[src/rtl/sig_monitor.sv]
// rtl/sig_monitor.sv - traffic signal phase monitor: decodes light pairs, checks sequencing/dwell, flags faults.
module sig_monitor #(
  parameter int Y_MIN       = 3,
  parameter int R2G_MIN     = 2,
  parameter int CNTRY_G_MAX = 10
) (
  input  logic       clock,
  input  logic       clear_n,
  input  logic [1:0] hwy,
  input  logic [1:0] cntry,
  input  logic       ack_fault,
  output logic [2:0] phase,
  output logic       fault,
  output logic [2:0] fault_code,
  output logic       fault_pulse,
  output logic [7:0] cycle_cnt
);

  typedef enum logic [2:0] {
    PH_S0  = 3'd0,
    PH_S1  = 3'd1,
    PH_S2  = 3'd2,
    PH_S3  = 3'd3,
    PH_S4  = 3'd4,
    PH_ILL = 3'd7
  } phase_t;

  phase_t     r_phase;
  logic [7:0] r_dwell;
  logic       r_armed;
  logic       r_fault;
  logic [2:0] r_code;
  logic       r_pulse;
  logic [7:0] r_cnt;

  phase_t     w_p;
  phase_t     w_succ;
  logic       w_bad_in;
  logic       w_checks;
  logic       w_leave;
  logic       w_short;
  logic       w_overrun;
  logic [2:0] w_code;
  logic       w_cycle_done;

  always_comb begin
    w_p = PH_ILL;
    case ({hwy, cntry})
      4'b10_00: w_p = PH_S0;
      4'b01_00: w_p = PH_S1;
      4'b00_00: w_p = PH_S2;
      4'b00_10: w_p = PH_S3;
      4'b00_01: w_p = PH_S4;
      default:  w_p = PH_ILL;
    endcase
  end

  always_comb begin
    w_succ = PH_ILL;
    case (r_phase)
      PH_S0:   w_succ = PH_S1;
      PH_S1:   w_succ = PH_S2;
      PH_S2:   w_succ = PH_S3;
      PH_S3:   w_succ = PH_S4;
      PH_S4:   w_succ = PH_S0;
      default: w_succ = PH_ILL;
    endcase
  end

  // Sequencing and dwell checks only apply once armed and when resynchronised to a legal phase.
  always_comb begin
    w_bad_in     = (hwy == 2'd3) || (cntry == 2'd3);
    w_checks     = r_armed && (r_phase != PH_ILL);
    w_leave      = w_checks && (w_p != PH_ILL) && (w_p == w_succ);
    w_short      = 1'b0;
    if (w_leave) begin
      if ((r_phase == PH_S1) || (r_phase == PH_S4))
        w_short = (r_dwell < 8'(Y_MIN));
      else if (r_phase == PH_S2)
        w_short = (r_dwell < 8'(R2G_MIN));
    end
    w_overrun    = w_checks && (r_phase == PH_S3) && (w_p == PH_S3) && (r_dwell == 8'(CNTRY_G_MAX));
    w_cycle_done = (r_phase == PH_S4) && (w_p == PH_S0);

    w_code = 3'd0;
    if (w_bad_in)
      w_code = 3'd1;
    else if (w_p == PH_ILL)
      w_code = 3'd2;
    else if (w_checks && (w_p != r_phase) && (w_p != w_succ))
      w_code = 3'd3;
    else if (w_short)
      w_code = 3'd4;
    else if (w_overrun)
      w_code = 3'd5;
  end

  always_ff @(posedge clock or negedge clear_n) begin
    if (!clear_n) begin
      r_phase <= PH_S0;
      r_dwell <= 8'd0;
      r_armed <= 1'b0;
      r_fault <= 1'b0;
      r_code  <= 3'd0;
      r_pulse <= 1'b0;
      r_cnt   <= 8'd0;
    end else begin
      r_armed <= 1'b1;
      r_phase <= w_p;
      if (w_p == r_phase) begin
        if (r_dwell != 8'hFF)
          r_dwell <= r_dwell + 8'd1;
      end else begin
        r_dwell <= 8'd1;
      end

      r_pulse <= (w_code != 3'd0);
      // A new fault beats a same-cycle acknowledge; otherwise the first code is held.
      if (w_code != 3'd0) begin
        if (!r_fault || ack_fault) begin
          r_fault <= 1'b1;
          r_code  <= w_code;
        end
      end else if (ack_fault) begin
        r_fault <= 1'b0;
        r_code  <= 3'd0;
      end

      if (w_cycle_done && (r_cnt != 8'hFF))
        r_cnt <= r_cnt + 8'd1;
    end
  end

  assign phase       = r_phase;
  assign fault       = r_fault;
  assign fault_code  = r_code;
  assign fault_pulse = r_pulse;
  assign cycle_cnt   = r_cnt;

endmodule
[config.mk]
export PLATFORM = sky130hd
export DESIGN_NAME = sig_monitor
export DESIGN_NICKNAME = d
export VERILOG_FILES = /design/src/rtl/sig_monitor.sv
export SDC_FILE = /design/constraint.sdc
export NUM_CORES = 1
export LEC_CHECK = 0
export CAP_MARGIN = 20
export CORE_ASPECT_RATIO = 0.5
export CORE_MARGIN = 2
export CORE_UTILIZATION = 48
export CTS_CLUSTER_SIZE = 40
export DETAILED_ROUTE_END_ITERATION = 10
export PLACE_DENSITY = 0.75
export SYNTH_ARGS = -nofsm -noshare
export SYNTH_HDL_FRONTEND = slang
export SYNTH_SLANG_ARGS = --single-unit
[constraint.sdc]
create_clock -name clock -period 1.8 [get_ports clock]
set_clock_uncertainty 0.1 [all_clocks]
set_input_delay 0.27 -clock clock [delete_from_list [all_inputs] [get_ports clock]]
set_output_delay 0.27 -clock clock [all_outputs]
set_load 0.02 [all_outputs]
==> impl_summary.txt <==
----------------------------------------------------
[Global routing]
  Global-route wire length before repair ... 6150 µm
  Initial antenna violation count ... 0
  Vias in the first global route ... 1,322
  Total routing resource utilization after global routing ... 21.7%
  Global-route congestion overflow total ... 0
  Largest net degree at the start of global routing ... 26

[Pwr]
  Power density over the cells ... 600 mW/mm²
  Power consumption ... 1.33 mW
  Worst IR Drop VDD ... 0.393 mV
  Lkg Pwr ... 1.08 nW

[Critical path]
  Cell type of the slowest stage on the worst timing path ... sky130_fd_sc_hd__dfrtp_2
  Crit path depth ... 7
  Crit start category ... flip-flop
  Origin of the worst setup path ... phase[1]
  Peak fanout along the critical path ... 7
  Reg2reg end ... cycle_cnt[3]
  Kind of cell adding the most delay to the critical path ... simple AND/OR/NAND/NOR gates
  Cell breakdown of the critical path ... nor2_4 -> nand4b_1 -> a311oi_2 -> buf_4 -> and3_4 -> nand2_4 -> xnor2_2
  Endpoint type of the worst setup path ... flip-flop
  Delay of the slowest cell on the worst path ... 0.49 ns
  Register-to-Register Path Depth ... 7
  Category of the critical setup timing path ... reg2reg
  Reg2reg setup slack ... -0.20 ns
  Launch point of the worst reg-to-reg path ... phase[1]
  Critical path endpoint ... cycle_cnt[3]
  Critical path buffers and inverters ... 1
  Crit path DAT ... 2.05 ns
  Data required time of the worst path ... 1.86 ns

[STA]
  Worst setup slack after layout ... -0.197 ns
  Pins over their slew limit ... 0
  Final period util ... 111%
  Final hold violation count ... 0
  Maximum clock frequency ... 501 MHz
  Unrepaired setup endpoints after global routing ... true
  Time the final worst path needs with I/O delays and setup ... 2.00 ns
  Finish-stage setup viols ... 11

[Outcome]
  Result of the run ... finished, violations left
  Violated checks ... setup timing

[Synth]
  Post-synthesis instance area ... 0.00151 mm²
  Top_reg_cell synth ... sky130_fd_sc_hd__dfrtp_1
  Number of cells produced by synthesis ... 154
  Post-synth net total ... 164
  Count of warnings emitted by yosys ... 0
  Mean Syn Cell Area ... 9.81 µm²
  Number of enable flip-flop cells after synthesis ... 0
  Area share of the largest cell type after synthesis ... 41.4%
  Async set or reset register ratio after synthesis ... 100%
  Register bit total from synthesis ... 25
  Largest area contributor in the netlist ... sky130_fd_sc_hd__dfrtp_1
  Portion of the post-synthesis area used by sequential elements ... 41.4%
  Cell types occupying the most area after synthesis ... sky130_fd_sc_hd__dfrtp_1 41%, sky130_fd_sc_hd__xnor2_1 4.1%, sky130_fd_sc_hd__xor2_1 4.1%, sky130_fd_sc_hd__nor2_1 4.0%, sky130_fd_sc_hd__nand2_1 3.2%
  Synth cell types ... 54

[Clocking]
  Cts-stage hold buffer count ... 0
  Maximum level of the CTS H-tree ... 1
  Clock sink total ... 25
  Clk_lat worst skew ... 0.27 ns
  Cts bufs inserted ... 3
  Clock tree from TritonCTS ... built
  Buffer cell driving the clock tree root ... sky130_fd_sc_hd__clkbuf_8
  Worst-path clk slew ... 0.09 ns
  Buffer depth of the longest clock path ... 2

[Cells and area]
  Most common library cell in the layout ignoring fill and taps ... sky130_fd_sc_hd__buf_4
  Final layout net count ... 224
  Top library cells by usage in the layout, fill and taps aside ... 35 x sky130_fd_sc_hd__buf_4, 20 x sky130_fd_sc_hd__dfrtp_1, 16 x sky130_fd_sc_hd__clkdlybuf4s50_1
  Fraction of layout cells with a size suffix above 1 ... 38.5%
  Ant diodes ... 0
  P&R area growth vs syn ... 46.4%

[Placement]
  Number of port buffers ... 22
  Half-perimeter wire length of the detailed placement result ... 2560 µm
  Post-place setup slack ... -0.617 ns
  Final weighted congestion in routability-driven placement ... 0.890

[Floorplan]
  Vert. Die Dim ... 43.7 µm
  Die Span X ... 83.4 µm
  I/O pin cnt ... 23
  Total die area ... 0.00364 mm²
  Area of the core region ... 0.00300 mm²
  Std-Cell Rows ... 14
  Initial core utilization ... 50.5%

[Drt]
  Detailed router's first-iteration violation count ... 81
  Detailed-routing iteration count for the pre-antenna-repair pass ... 4
  Remaining number of nets flagged by the antenna check after routing ... 0
  Post-detailed-route DRC marker count ... 0
  Via count ... 1,368
  Avg Vias per Cell ... 5.41
  Average wire per cell in the routed design ... 15.1 µm
  Routed WL ... 3820 µm

[Job]
  Max-cap check violation count ... 0

[Hold path]
  Type of the most critical hold path ... in2async

----------------------------------------------------
-- sequential cells by signal, indices dropped and copies added, names as in the netlist --
register	cells
r_armed	1
r_dwell	8
fault	1
fault_code	3
cycle_cnt	8
fault_pulse	1
phase	3
-- cell families (layout without fill, tap and decap cells) --
| kind of cell | after synthesis | after routing | share of synthesized area, % |
|---|---|---|---|
| buffers and inverters | 14 | 73 | 6.79 |
| adder cells (fa/ha/maj) | 3 | 3 | 2.48 |
| XOR/XNOR | 14 | 14 | 8.11 |
| other | 1 | 1 | 0.248 |
| AO/OA/AOI/OAI | 31 | 31 | 16.9 |
| flip-flops | 25 | 25 | 41.4 |
| AND/OR/NAND/NOR | 64 | 64 | 22.7 |
| multiplexers | 2 | 2 | 1.41 |
-- cell usage after synthesis (all sizes together) (2+ instances only) --
master,n
o21ai,6
nor3b,2
nor2,17
nand3,5
buf,4
inv,7
a21o,4
and3b,2
a211oi,3
or2,2
xnor2,7
and3,9
ha,3
nand4b,2
clkbuf,3
xor2,7
nand4,2
nor3,4
dfrtp,25
o211ai,2
a21oi,4
nand2,13
-- metal layers --
layer	GRT usage (%)	share of wire, %	routed length (µm)	up-vias
li1	-	-	-	662
met1	27.5	44	1670	662
met2	39.0	51	1940	42
met3	4.95	5.0	190	2
met4	4.92	0.55	21	0
met5	0	0	0	-
-- repair_timing --
item,in CTS,in global routing
setup endpoints to repair,23,19
pin swaps,20,4
gates resized for setup,18,16
buffers inserted,4,2
-- final cells by class --
cell class	count	area, µm²
Multi-Input combinational cell	115	915
Fill cell	207	783
Sequential cell	25	632
Timing Repair Buffer	62	544
Tap cell	40	50.0
Clock buffer	4	45.0
Inverter	7	26.3
-- through the flow --
| step | hold WS (ns) | cell area, µm² | setup TNS, ns | cells | utilization (%) |
|---|---|---|---|---|---|
| 6_report | 0.247 | 2210 | -1.58 | 253 | 73.9 |
| 5_1_grt | 0.303 | 2210 | -2.43 | 253 | 73.9 |
| 4_1_cts | 0.263 | 2130 | -0.372 | 251 | 71.2 |
| 3_5_place_dp | 0.401 | 2000 | -10.27 | 243 | 66.8 |
| 3_3_place_gp | 0.378 | 2000 | -8.67 | 243 | 66.8 |
| 2_1_floorplan | -0.126 | 1540 | -0.335 | 154 | - |
-- worst min-delay path by stage --
stage	endpoint	from
finish	cycle_cnt[0]	clear_n
global route	cycle_cnt[1]	clear_n
global placement	cycle_cnt[6]	cycle_cnt[6]
floorplan	cycle_cnt[0]	clear_n
CTS	cycle_cnt[0]	clear_n
detailed placement	cycle_cnt[5]	cycle_cnt[5]
-- where the power goes --
| part | internal (mW) | switching, mW |
|---|---|---|
| sequential | 0.592 | 0.0297 |
| combinational | 0.179 | 0.187 |
| clock | 0.158 | 0.180 |
No activity file was read; power rests on OpenSTA's default activity.
